--- src/rtl/traffic_phase_monitor_if.sv ---
// Light-controller output bus as seen by the phase monitor.
// The controller side drives phase/countdown/clear; the monitor side drives the lamp and status pins.
interface traffic_phase_monitor_if;
    logic [1:0] phase_in;
    logic [3:0] count_in;
    logic       clr_fault;
    logic       led_green;
    logic       led_yellow;
    logic       led_red;
    logic       warn;
    logic [4:0] dwell;
    logic       seq_err;
    logic       time_err;
    logic       fault;
    logic [7:0] err_cnt;

    modport master (
        output phase_in, count_in, clr_fault,
        input  led_green, led_yellow, led_red, warn, dwell,
        input  seq_err, time_err, fault, err_cnt
    );

    modport slave (
        input  phase_in, count_in, clr_fault,
        output led_green, led_yellow, led_red, warn, dwell,
        output seq_err, time_err, fault, err_cnt
    );
endinterface

--- src/rtl/traffic_phase_monitor.sv ---
// Receives the light-controller phase bus, checks phase order and per-phase dwell,
// drives the lamps and latches a fault (flashing yellow) on any protocol violation.
module traffic_phase_monitor #(
    parameter int unsigned GREEN_TICKS  = 16,
    parameter int unsigned YELLOW_TICKS = 5,
    parameter int unsigned RED_TICKS    = 10,
    parameter int unsigned WARN_TH      = 3
) (
    input  logic                   clk_div,
    input  logic                   reset,
    traffic_phase_monitor_if.slave bus
);

    typedef enum logic [1:0] {
        ST_SYNC  = 2'b00,
        ST_TRACK = 2'b01,
        ST_FAULT = 2'b10
    } state_t;

    localparam logic [1:0] PH_GREEN   = 2'b00;
    localparam logic [1:0] PH_YELLOW  = 2'b01;
    localparam logic [1:0] PH_RED     = 2'b10;
    localparam logic [1:0] PH_ILLEGAL = 2'b11;

    localparam logic [4:0] DWELL_MAX   = 5'd31;
    localparam logic [7:0] ERR_CNT_MAX = 8'd255;

    function automatic logic [1:0] succ_phase(input logic [1:0] ph);
        logic [1:0] nxt;
        case (ph)
            PH_GREEN:  nxt = PH_YELLOW;
            PH_YELLOW: nxt = PH_RED;
            PH_RED:    nxt = PH_GREEN;
            default:   nxt = PH_ILLEGAL;
        endcase
        return nxt;
    endfunction

    function automatic logic [4:0] expected_dwell(input logic [1:0] ph);
        logic [4:0] req;
        case (ph)
            PH_GREEN:  req = 5'(GREEN_TICKS);
            PH_YELLOW: req = 5'(YELLOW_TICKS);
            PH_RED:    req = 5'(RED_TICKS);
            default:   req = 5'd0;
        endcase
        return req;
    endfunction

    state_t     state_r;
    state_t     state_nx_s;
    logic [1:0] phase_r;
    logic [4:0] dwell_r;
    logic [4:0] dwell_nx_s;
    logic       led_green_r;
    logic       led_yellow_r;
    logic       led_red_r;
    logic       led_green_s;
    logic       led_yellow_s;
    logic       led_red_s;
    logic       warn_r;
    logic       warn_s;
    logic       seq_err_r;
    logic       seq_err_s;
    logic       time_err_r;
    logic       time_err_s;
    logic       fault_r;
    logic [7:0] err_cnt_r;
    logic [7:0] err_cnt_nx_s;
    logic       transition_s;
    logic       illegal_s;

    assign transition_s = (bus.phase_in != phase_r);
    assign illegal_s    = (bus.phase_in == PH_ILLEGAL);

    // Next-state and error detection; checks only run while locked onto the sequence.
    always_comb begin
        state_nx_s = state_r;
        seq_err_s  = 1'b0;
        time_err_s = 1'b0;
        case (state_r)
            ST_SYNC: begin
                if (illegal_s) begin
                    seq_err_s  = 1'b1;
                    state_nx_s = ST_FAULT;
                end else if (transition_s && (bus.phase_in == PH_GREEN)) begin
                    state_nx_s = ST_TRACK;
                end else begin
                    state_nx_s = ST_SYNC;
                end
            end
            ST_TRACK: begin
                seq_err_s  = illegal_s ||
                             (transition_s && (bus.phase_in != succ_phase(phase_r)));
                time_err_s = transition_s && (dwell_r != expected_dwell(phase_r));
                if (seq_err_s || time_err_s) begin
                    state_nx_s = ST_FAULT;
                end else begin
                    state_nx_s = ST_TRACK;
                end
            end
            ST_FAULT: begin
                // A clear arriving together with another illegal code is ignored.
                if (bus.clr_fault && !illegal_s) begin
                    state_nx_s = ST_SYNC;
                end else begin
                    state_nx_s = ST_FAULT;
                end
            end
            default: begin
                state_nx_s = ST_SYNC;
            end
        endcase
    end

    // Dwell counter, error counter and lamp/warn values to be registered.
    always_comb begin
        dwell_nx_s   = dwell_r;
        err_cnt_nx_s = err_cnt_r;
        led_green_s  = 1'b0;
        led_yellow_s = 1'b0;
        led_red_s    = 1'b0;
        warn_s       = 1'b0;

        if (state_r == ST_FAULT) begin
            dwell_nx_s = 5'd0;
        end else if (transition_s) begin
            dwell_nx_s = 5'd1;
        end else if (dwell_r == DWELL_MAX) begin
            dwell_nx_s = DWELL_MAX;
        end else begin
            dwell_nx_s = dwell_r + 5'd1;
        end

        // A combined order+timing violation is one error event.
        if ((seq_err_s || time_err_s) && (err_cnt_r != ERR_CNT_MAX)) begin
            err_cnt_nx_s = err_cnt_r + 8'd1;
        end else begin
            err_cnt_nx_s = err_cnt_r;
        end

        if (state_r == ST_FAULT) begin
            // fault_r still low means this is the first fault cycle: start the blink lit.
            led_yellow_s = fault_r ? ~led_yellow_r : 1'b1;
        end else begin
            case (bus.phase_in)
                PH_GREEN:  led_green_s  = 1'b1;
                PH_YELLOW: led_yellow_s = 1'b1;
                PH_RED:    led_red_s    = 1'b1;
                default:   led_green_s  = 1'b0;
            endcase
        end

        if ((state_r == ST_TRACK) && (bus.phase_in == PH_GREEN) &&
            (bus.count_in <= 4'(WARN_TH))) begin
            warn_s = 1'b1;
        end else begin
            warn_s = 1'b0;
        end
    end

    // State and output registers.
    always_ff @(posedge clk_div or negedge reset) begin
        if (!reset) begin
            state_r      <= ST_SYNC;
            phase_r      <= PH_RED;
            dwell_r      <= 5'd0;
            led_green_r  <= 1'b0;
            led_yellow_r <= 1'b0;
            led_red_r    <= 1'b0;
            warn_r       <= 1'b0;
            seq_err_r    <= 1'b0;
            time_err_r   <= 1'b0;
            fault_r      <= 1'b0;
            err_cnt_r    <= 8'd0;
        end else begin
            state_r      <= state_nx_s;
            phase_r      <= bus.phase_in;
            dwell_r      <= dwell_nx_s;
            led_green_r  <= led_green_s;
            led_yellow_r <= led_yellow_s;
            led_red_r    <= led_red_s;
            warn_r       <= warn_s;
            seq_err_r    <= seq_err_s;
            time_err_r   <= time_err_s;
            fault_r      <= (state_r == ST_FAULT);
            err_cnt_r    <= err_cnt_nx_s;
        end
    end

    assign bus.led_green  = led_green_r;
    assign bus.led_yellow = led_yellow_r;
    assign bus.led_red    = led_red_r;
    assign bus.warn       = warn_r;
    assign bus.dwell      = dwell_r;
    assign bus.seq_err    = seq_err_r;
    assign bus.time_err   = time_err_r;
    assign bus.fault      = fault_r;
    assign bus.err_cnt    = err_cnt_r;

endmodule

--- src/flat_wrapper.sv ---
// flat-port wrapper written by rule: the top's interface ports become plain ports
module traffic_phase_monitor_flat 
#(
    parameter int unsigned GREEN_TICKS  = 16,
    parameter int unsigned YELLOW_TICKS = 5,
    parameter int unsigned RED_TICKS    = 10,
    parameter int unsigned WARN_TH      = 3
)
  (clk_div, reset, bus_phase_in, bus_count_in, bus_clr_fault, bus_led_green, bus_led_yellow, bus_led_red, bus_warn, bus_dwell, bus_seq_err, bus_time_err, bus_fault, bus_err_cnt);
  traffic_phase_monitor_if bus_i ();
  input  logic clk_div;
  input  logic reset;
  input wire logic [$bits(bus_i.phase_in)-1:0] bus_phase_in;
  input wire logic [$bits(bus_i.count_in)-1:0] bus_count_in;
  input wire logic [$bits(bus_i.clr_fault)-1:0] bus_clr_fault;
  output wire logic [$bits(bus_i.led_green)-1:0] bus_led_green;
  output wire logic [$bits(bus_i.led_yellow)-1:0] bus_led_yellow;
  output wire logic [$bits(bus_i.led_red)-1:0] bus_led_red;
  output wire logic [$bits(bus_i.warn)-1:0] bus_warn;
  output wire logic [$bits(bus_i.dwell)-1:0] bus_dwell;
  output wire logic [$bits(bus_i.seq_err)-1:0] bus_seq_err;
  output wire logic [$bits(bus_i.time_err)-1:0] bus_time_err;
  output wire logic [$bits(bus_i.fault)-1:0] bus_fault;
  output wire logic [$bits(bus_i.err_cnt)-1:0] bus_err_cnt;
  assign bus_i.phase_in = bus_phase_in;
  assign bus_i.count_in = bus_count_in;
  assign bus_i.clr_fault = bus_clr_fault;
  assign bus_led_green = bus_i.led_green;
  assign bus_led_yellow = bus_i.led_yellow;
  assign bus_led_red = bus_i.led_red;
  assign bus_warn = bus_i.warn;
  assign bus_dwell = bus_i.dwell;
  assign bus_seq_err = bus_i.seq_err;
  assign bus_time_err = bus_i.time_err;
  assign bus_fault = bus_i.fault;
  assign bus_err_cnt = bus_i.err_cnt;
  traffic_phase_monitor #(.GREEN_TICKS(GREEN_TICKS), .YELLOW_TICKS(YELLOW_TICKS), .RED_TICKS(RED_TICKS), .WARN_TH(WARN_TH)) u_core (.clk_div(clk_div), .reset(reset), .bus(bus_i));
endmodule
--- config.mk ---
export PLATFORM = sky130hd
export DESIGN_NAME = traffic_phase_monitor_flat
export DESIGN_NICKNAME = d
export VERILOG_FILES = /design/src/rtl/traffic_phase_monitor_if.sv /design/src/rtl/traffic_phase_monitor.sv /design/src/flat_wrapper.sv
export SDC_FILE = /design/constraint.sdc
export NUM_CORES = 1
export LEC_CHECK = 0
export BUFFER_PORTS_ARGS = -buffer_cell sky130_fd_sc_hd__buf_2
export CAP_MARGIN = 20
export CORE_ASPECT_RATIO = 0.6
export CORE_MARGIN = 2
export CORE_UTILIZATION = 40
export DETAILED_ROUTE_END_ITERATION = 8
export GPL_ROUTABILITY_DRIVEN = 0
export RECOVER_POWER = 25
export SYNTH_ARGS = -nofsm -noshare
export SYNTH_HDL_FRONTEND = slang
export SYNTH_SLANG_ARGS = --single-unit
--- constraint.sdc ---
create_clock -name clk_div -period 3.3 [get_ports clk_div]
set_input_delay 0.66 -clock clk_div [delete_from_list [all_inputs] [get_ports clk_div]]
set_output_delay 0.66 -clock clk_div [all_outputs]
set_load 0.05 [all_outputs]
== Word level (Yosys, flattened, before mapping) ==
Cells that the tools add are included.

* Equality and inequality tests: 12
* Multiplexer cells: 23
* Add/subtract/negate cells: 2
* Bitwise gates (word level): 1
* Reduce and logical (&&, ||, !) cells: 14
* $lt $le $gt $ge: 1

{| class="wikitable"
|+ Operators by type and width
! operator !! count
|-
| two-way mux 5 bit || 4
|-
| one-hot mux 5 bit (3 select lines) || 1
|-
| one-hot mux 2 bit (3 select lines) || 2
|-
| two-way mux 1 bit || 11
|-
| adder 8 x 1 -> 8 bit (second input constant) || 1
|-
| == test 2 bit (second input constant) || 4
|-
| two-way mux 2 bit || 4
|-
| != test 8 bit (second input constant) || 1
|-
| logical AND 1 bit || 7
|-
| == test 2 x 1 -> 1 bit (second input constant) || 3
|-
| logical NOT 2 bit || 3
|-
| adder 5 x 1 -> 5 bit (second input constant) || 1
|-
| == test 5 bit (second input constant) || 1
|-
| != test 5 bit || 1
|-
| <= comparator 4 x 2 -> 1 bit (second input constant) || 1
|-
| != test 2 bit || 2
|-
| logical OR 1 bit || 3
|-
| one-hot mux 1 bit (2 select lines) || 1
|-
| logical NOT 1 bit || 1
|-
| NOT 1 bit || 1
|}

* Bits of input ports: 9
* Word-level logic and storage cells: 64
* Register bits: 24
* Output and inout port bits: 20

== Longest topological paths before layout ==
Gate-level depths: netlist of run 1.

* Depth after elaboration: 9
* Depth in mapped cells: 8
* Depth with buffers taken out: 7

== Worst setup path after synthesis of run 1 ==
OpenSTA, ideal clock, no wires.

* Kind: input port to flip-flop
* Start point: input port bus_phase_in[1]
* End point: register u_core.err_cnt_r[1], in the netlist u_core.bus.err_cnt[1]
* Arrival time: 2343 ps
* Stages on the path: 7
* Path buffers: 2
* Slack: 831 ps
* Required time: 3175 ps
* Library setup time: 125 ps
* Path through: buf_6 -> nor2b_4 -> or4_4 -> a2111oi_2 -> buf_4 -> a21oi_2 -> mux2_4

* Cells in the longest elaborated chain, start to end: 6
* Elaborated cells between the ends (all ways): 11
* Classes of those cells: 3 x eq/ne; 3 x mux; 5 x reduce/logical

{| class="wikitable"
|+ Ends and longest elaborated chain
! what !! RTL line !! source
|-
| from (decl) || flat_wrapper.sv:13 || <nowiki>input wire logic [$bits(bus_i.phase_in)-1:0] bus_phase_in;</nowiki>
|-
| != test 2 bit, on equally long branches || traffic_phase_monitor.sv:73, traffic_phase_monitor.sv:94 ||
|-
| logical AND 1 bit || traffic_phase_monitor.sv:94 || <nowiki>(transition_s && (bus.phase_in != succ_phase(phase_r)));</nowiki>
|-
| logical OR 1 bit || traffic_phase_monitor.sv:93 || <nowiki>seq_err_s = illegal_s ||</nowiki>
|-
| one-hot mux 1 bit (2 select lines) || traffic_phase_monitor.sv:81 || <nowiki>case (state_r)</nowiki>
|-
| logical OR 1 bit (*) || traffic_phase_monitor.sv:136 || <nowiki>if ((seq_err_s || time_err_s) && (err_cnt_r != ERR_CNT_MAX)) begin</nowiki>
|-
| logical AND 1 bit (*) || traffic_phase_monitor.sv:136 ||
|-
| to (signal assigned) || traffic_phase_monitor.sv:187 || <nowiki>err_cnt_r <= err_cnt_nx_s;</nowiki>
|-
| to (decl) || traffic_phase_monitor.sv:68 || <nowiki>logic [7:0] err_cnt_r;</nowiki>
|}

Mark *: on every way between the ends. The rest lies on a longest branch, timed or not.
A chain may end at the register's enable or synchronous reset.

== Final worst setup path of run 1 ==
* Start point: input port bus_phase_in[0]
* End point: register u_core.err_cnt_r[7], in the netlist u_core.bus.err_cnt[7]

Same word-level chain as after synthesis.

==> results of run 1 <==
[registers in the layout (all words and copies together), names as in the netlist]
name                   flops
u_core.bus.err_cnt         8
u_core.bus.dwell           5
u_core.phase_r             2
u_core.state_r             2
u_core.bus.fault           1
u_core.bus.led_green       1
u_core.bus.led_red         1
u_core.bus.led_yellow      1
u_core.bus.seq_err         1
u_core.bus.time_err        1
u_core.bus.warn            1
[cell families after synthesis]
group,count (synthesis),share of synthesized area [%]
xor+xnor,8,5.485
flops,24,47.11
compound gates,27,16.16
mux,2,2.056
simple gates,44,19.88
buf+inv,12,4.407
fa+ha+maj,5,4.897
[power groups by stage]
stage / Combinational, mW / Clock [mW] / Sequential (mW)
3_3_place_gp: 0.338 / 0 / 0.393
4_1_cts: 0.343 / 0.261 / 0.390
2_1_floorplan: 0.118 / 0 / 0.532
6_report: 0.343 / 0.256 / 0.390
3_5_place_dp: 0.344 / 0 / 0.396
5_1_grt: 0.367 / 0.274 / 0.400
[per-stage QoR]
| step | area (um^2) | worst slack, ns | utilization (%) | hold slack (ns) | cells |
|---|---|---|---|---|---|
| 3_3_place_gp | 1445 | 0.5119 | 49.04 | 0.4371 | 188 |
| 5_1_grt | 1513 | 0.3880 | 51.34 | 0.4794 | 192 |
| 4_1_cts | 1516 | 0.6713 | 51.47 | 0.3817 | 192 |
| 6_report | 1513 | 0.4774 | 51.34 | 0.4653 | 192 |
| 3_5_place_dp | 1445 | 0.4971 | 49.04 | 0.4507 | 188 |
| 2_1_floorplan | 1277 | 0.8315 | - | 0.3644 | 122 |
[area by class of cell]
| type | instances | area, um^2 |
|---|---|---|
| inverters | 9 | 33.78 |
| fillers | 273 | 1434 |
| clock buffers | 3 | 41.29 |
| flip-flops and latches | 24 | 601.8 |
| multi-input cells | 86 | 619.3 |
| well taps | 42 | 52.55 |
| clock inverters | 1 | 30.03 |
| repair buffers | 27 | 133.9 |
[path summary, 6_finish.rpt]
| path | to | slack (ns) | depth (start not counted) |
|---|---|---|---|
| min reg2reg | u_core.bus.led_yellow$_DFF_PN0_ | 0.47 | 1 |
| max | u_core.bus.err_cnt[7]$_DFFE_PN0P_ | 0.48 | 7 |
| max in group asynchronous | u_core.bus.seq_err$_DFF_PN0_ | 1.93 | 1 |
| max reg2reg | u_core.bus.err_cnt[7]$_DFFE_PN0P_ | 0.66 | 8 |
| min in group asynchronous | u_core.bus.err_cnt[4]$_DFFE_PN0P_ | 0.63 | 1 |
| min | u_core.bus.led_yellow$_DFF_PN0_ | 0.47 | 1 |
[critical path, cell delays in order]
cell,delay (ns)
clkbuf_1,0.48
and2b_4,0.28
or4_4,0.52
a2111oi_2,0.31
buf_4,0.24
o31a_1,0.15
mux2_1,0.31
[routing by layer]
layer | global-route usage, % | wire length, um | up-vias
met5 | 0 | 0 | -
met4 | 4.364 | 21 | 0
met3 | 4.151 | 126 | 2
met2 | 23.51 | 1112 | 21
met1 | 24.82 | 1511 | 474
li1 | - | - | 495
[cell usage after synthesis (2+ instances only)]
library cell and n:
xnor2_1 2, a21oi_1 5, o221ai_1 2, ha_1 5
nand2b_1 2, nand3_1 4, xor2_1 6, inv_1 9
and3_1 3, a31oi_1 4, nand2_1 9, a211oi_1 4
nor2_1 5, dfrtp_1 23, nor3_1 6, nand4_1 3
==> out/metrics.cfg, run 1 <==
[cts]
worstSkewPairLatency_ns = 0.27
clk_pin_slew_ns = 0.09
cts_sinks = 24
root_buffer = clkbuf_8
cts_buffer_depth = 2
numCtsBuffers = 3
cts_hold_buf = 0
cts_resized = 0
post_cts_buffers = 0
htree_levels = 1
cts_tree = built

[cells_and_area]
layout_common_cells = buf_2 (23), dfrtp_1 (23), inv_1 (9), nand2_1 (9)
nNetsFinal = 165
layout-drive-gt1-share_pct = 26.00
syn_to_final_growth_pct = 18.41
diodes = 0

[route]
dr.pass1.iters = 4
first_iter_violations = 67
drc = 0
viasPerCell = 5.167
vias = 992
wl_per_cell_um = 14.43
antenna_left = 0
wl_mm = 2.771

[worst_setup_path]
cp-end-kind = flop
cp-start-kind = primary input
critPathMaxFanout = 15
crit_arrival_ns = 2.97
criticalPathCategory = in -> reg
r2r_start = u_core.phase_r[1]$_DFF_PN1_
crit_required_ns = 3.45
cp-startpoint = bus_phase_in[0]

[power_and_ir_drop]
total_power_mw = 0.9890
powerDensity_nw_per_um2 = 653.8
power.internal_mw = 0.5988
switching_share_pct = 39.45
seq_power_share_pct = 39.4
power_frac_comb_pct = 34.6
p_clk_share_pct = 25.9
ir_worst_vdd_v = 0.0003990
p_sw_mw = 0.3902
p_leak_nw = 0.7521

[timing]
final_max_slew_viol_count = 0
max_slew.worst_pin.slew_ns = 1.238
max_freq_mhz = 354.3
maxSlewHeadroom_pct = 17.44
fin_skew_ns = 0.008960
min_period_over_period_pct = 85.53
tns_ns = 0
min_period_ns = 2.823
setup_viol = 0
rsz0062_at_grt = no
hold_violations = 0

[global_routing]
grt_pass1_wl_mm = 4.505
antenna_found_initial = 0
grt_pass1_vias = 902
grtUsageTotal_pct = 16.44
overflow = 0
grt_max_degree = 25

[synth]
yosysSeqAreaShare_pct = 47.11
synth_cells = 122
syn_area_um2 = 1277
yosysWarningCount = 0
synth_top_area_share_pct = 45.05
ys_top_cells_by_area = dfrtp_1 (45%), ha_1 (4.9%), xor2_1 (4.1%), inv_1 (2.6%), nand2_1 (2.6%)
yosys_register_bits = 24
synth_nets = 136
synth_edf_count = 0
synth_cell_types = 46
ys_dominant_reg_cell = dfrtp_1
synth-async-reset-ratio_pct = 100.0
syn_area_per_cell_um2 = 10.47
synth.largest_area_cell = dfrtp_1

[floorplanning]
die_w_um = 76.96
start_util_pct = 43.35
boundaryPins = 29
die_h_um = 47.78
design.die.area_um2 = 3677
std_cell_rows = 15
placeableCoreArea_um2 = 2947

[hold_path]
worstHoldStart = u_core.bus.fault$_DFF_PN0_
hold_path_class = reg -> reg

[run]
drv_cap = 0

[placed_design]
numPortBuffers = 26
post-dp-hpwl_mm = 2.083

[outcome]
status = complete, no violations

Power figures use the tool's default switching activity.
==> inputs of run 2 (changes only) <==
- CORE_UTILIZATION: 40 -> 52
- MAX_ROUTING_LAYER: unset -> met4
- PLACE_DENSITY: unset -> 0.77
==> out/metrics.cfg, run 2 (synthesis results as in run 1) <==
[power_and_ir_drop]
switching_share_pct = 39.52  ; +0.068 points
p_leak_nw = 0.7521  ; unchanged
p_sw_mw = 0.3910  ; +0.21%
powerDensity_nw_per_um2 = 660.6  ; +1.0%
total_power_mw = 0.9894  ; about the same
seq_power_share_pct = 39.2  ; -0.2 points
ir_worst_vdd_v = 0.0003366  ; -16%
power.internal_mw = 0.5984  ; about the same
p_clk_share_pct = 26.2  ; +0.3 points
power_frac_comb_pct = 34.6  ; about the same

[worst_setup_path]
cp-startpoint = bus_phase_in[0]
cp-endpoint = u_core.bus.err_cnt[7]$_DFFE_PN0P_
r2r_end = u_core.bus.err_cnt[7]$_DFFE_PN0P_
cp-end-kind = flop
r2r_setup_slack_ns = 0.64  ; -0.02 ns
criticalPathCategory = in -> reg
crit_chain = clkbuf_1, and2b_4, or4_4, a2111oi_2, buf_4, o31a_1, mux2_1
slowest_stage = or4_4
cp-start-kind = primary input
crit_required_ns = 3.46  ; about the same
critPathMaxFanout = 15  ; unchanged
rr_worst_depth = 8  ; unchanged
crit_arrival_ns = 2.96  ; about the same
r2r_start = u_core.phase_r[1]$_DFF_PN1_
max_stage_delay_ns = 0.52  ; about the same

[cells_and_area]
finish.utilization_pct = 66.72  ; +15 points
register_area_um2 = 601.8  ; unchanged
nNetsFinal = 165  ; unchanged
nFillCells = 192  ; -30%
largest_register_ff_count = 8  ; unchanged
multi_input_comb_area_um2 = 619.3  ; unchanged
syn_to_final_growth_pct = 17.24
layout_common_cells = buf_2 (23), dfrtp_1 (23), inv_1 (9), nand2_1 (9)
diodes = 0  ; unchanged
stdcell_area_um2 = 1498  ; -0.99%
layout-drive-gt1-share_pct = 26.00  ; unchanged

[timing]
fin_skew_ns = 0.002225  ; -0.006734 ns
final_max_slew_viol_count = 0  ; unchanged
hold_ws_ns = 0.4601  ; -0.005177 ns
setup_viol = 0  ; unchanged
min_period_over_period_pct = 84.96  ; -0.57 points
max_slew.worst_pin.slew_ns = 1.237  ; -0.0008393 ns
maxSlewHeadroom_pct = 17.50  ; +0.056 points
max_freq_mhz = 356.7  ; +0.67%
min_period_ns = 2.804  ; -0.01873 ns
rsz0062_at_grt = no
hold_violations = 0  ; unchanged
tns_ns = 0  ; unchanged

[global_routing]
antenna_found_initial = 0  ; unchanged
grt_max_degree = 25  ; unchanged
grt_pass1_wl_mm = 4.305  ; -4.4%
overflow = 0  ; unchanged
grtUsageTotal_pct = 20.91  ; +4.5 points
grt_pass1_vias = 928  ; +2.9%

[cts]
cts_hold_buf = 0  ; unchanged
cts_buffer_depth = 2  ; unchanged
htree_levels = 1  ; unchanged
root_buffer = clkbuf_8
cts_sinks = 24  ; unchanged
clk_pin_slew_ns = 0.08  ; about the same
cts_tree = built
post_cts_buffers = 0  ; unchanged
cts_resized = 0  ; unchanged
worstSkewPairLatency_ns = 0.27  ; about the same
numCtsBuffers = 3  ; unchanged

[floorplanning]
die_h_um = 42.40  ; -11%
design.die.area_um2 = 2882  ; -22%
placeableCoreArea_um2 = 2245  ; -24%
boundaryPins = 29  ; unchanged
start_util_pct = 56.91  ; +14 points
die_w_um = 67.99  ; -12%
std_cell_rows = 13  ; -2

[route]
antenna_left = 0  ; unchanged
viasPerCell = 5.728  ; +11%
vias = 1031  ; +3.9%
first_iter_violations = 48  ; -28%
wl_mm = 2.583  ; -6.8%
drc = 0  ; unchanged
wl_per_cell_um = 14.35  ; -0.57%
dr.pass1.iters = 4  ; unchanged

[placed_design]
place_area_um2 = 1430  ; -1.0%
numPortBuffers = 26  ; unchanged
post-dp-hpwl_mm = 1.910  ; -8.3%

[outcome]
status = complete, no violations

[hold_path]
hold_path_class = reg -> reg
min_path_cells = 1  ; unchanged

[run]
drv_cap = 0  ; unchanged

==> run 2: cell counts in the layout (fill, tap and decap cells not counted) <==
Identical to the previous run, type by type.
==> run 2: how the worst min path moves through the flow <==
stage	startpoint	to	slack, ns
after floorplan	reset	u_core.bus.dwell[0]$_DFF_PN0_	0.36
after global placement	u_core.bus.fault$_DFF_PN0_	u_core.bus.led_yellow$_DFF_PN0_	0.43
after detailed placement	u_core.bus.fault$_DFF_PN0_	u_core.bus.led_yellow$_DFF_PN0_	0.45
after CTS	reset	u_core.phase_r[0]$_DFF_PN0_	0.37
after global routing	u_core.bus.fault$_DFF_PN0_	u_core.bus.led_yellow$_DFF_PN0_	0.51
final	u_core.bus.fault$_DFF_PN0_	u_core.bus.led_yellow$_DFF_PN0_	0.46
==> run 2: power groups by stage <==
stage | sequential (mW) | combinational, mW | clock, mW
floorplan | 0.532 | 0.118 | 0
global placement | 0.391 | 0.335 | 0
detailed placement | 0.394 | 0.342 | 0
CTS | 0.388 | 0.343 | 0.260
global route | 0.397 | 0.366 | 0.280
finish | 0.388 | 0.342 | 0.260
==> run 2: routing by layer <==
| layer | wire (um) | global-route usage, % |
|---|---|---|
| met1 | 1321 | 29.83 |
| met2 | 1082 | 28.93 |
| met3 | 163 | 7.258 |
| met4 | 16 | 4.000 |
| met5 | 0 | - |
==> run 2: through the flow <==
step	cells	setup WS [ns]
detailed placement	176	0.5080
floorplan	122	0.8315
global placement	176	0.5339
CTS	180	0.6544
finish	180	0.4962
global route	180	0.4041
==> run 2: layout make-up <==
class	count	share of cell area (%)
repair buffers	27	8.939
well taps	30	2.506
multi-input cells	86	41.35
clock inverters	1	2.005
clock buffers	3	2.757
flip-flops and latches	24	40.18
inverters	9	2.256
==> run 2: worst max-delay path, delay by kind of cell <==
| family | cells | cell delay [ns] |
|---|---|---|
| AO/OA/AOI/OAI | 2 | 0.48 |
| buffers and inverters | 2 | 0.70 |
| multiplexers | 1 | 0.32 |
| AND/OR/NAND/NOR | 2 | 0.80 |
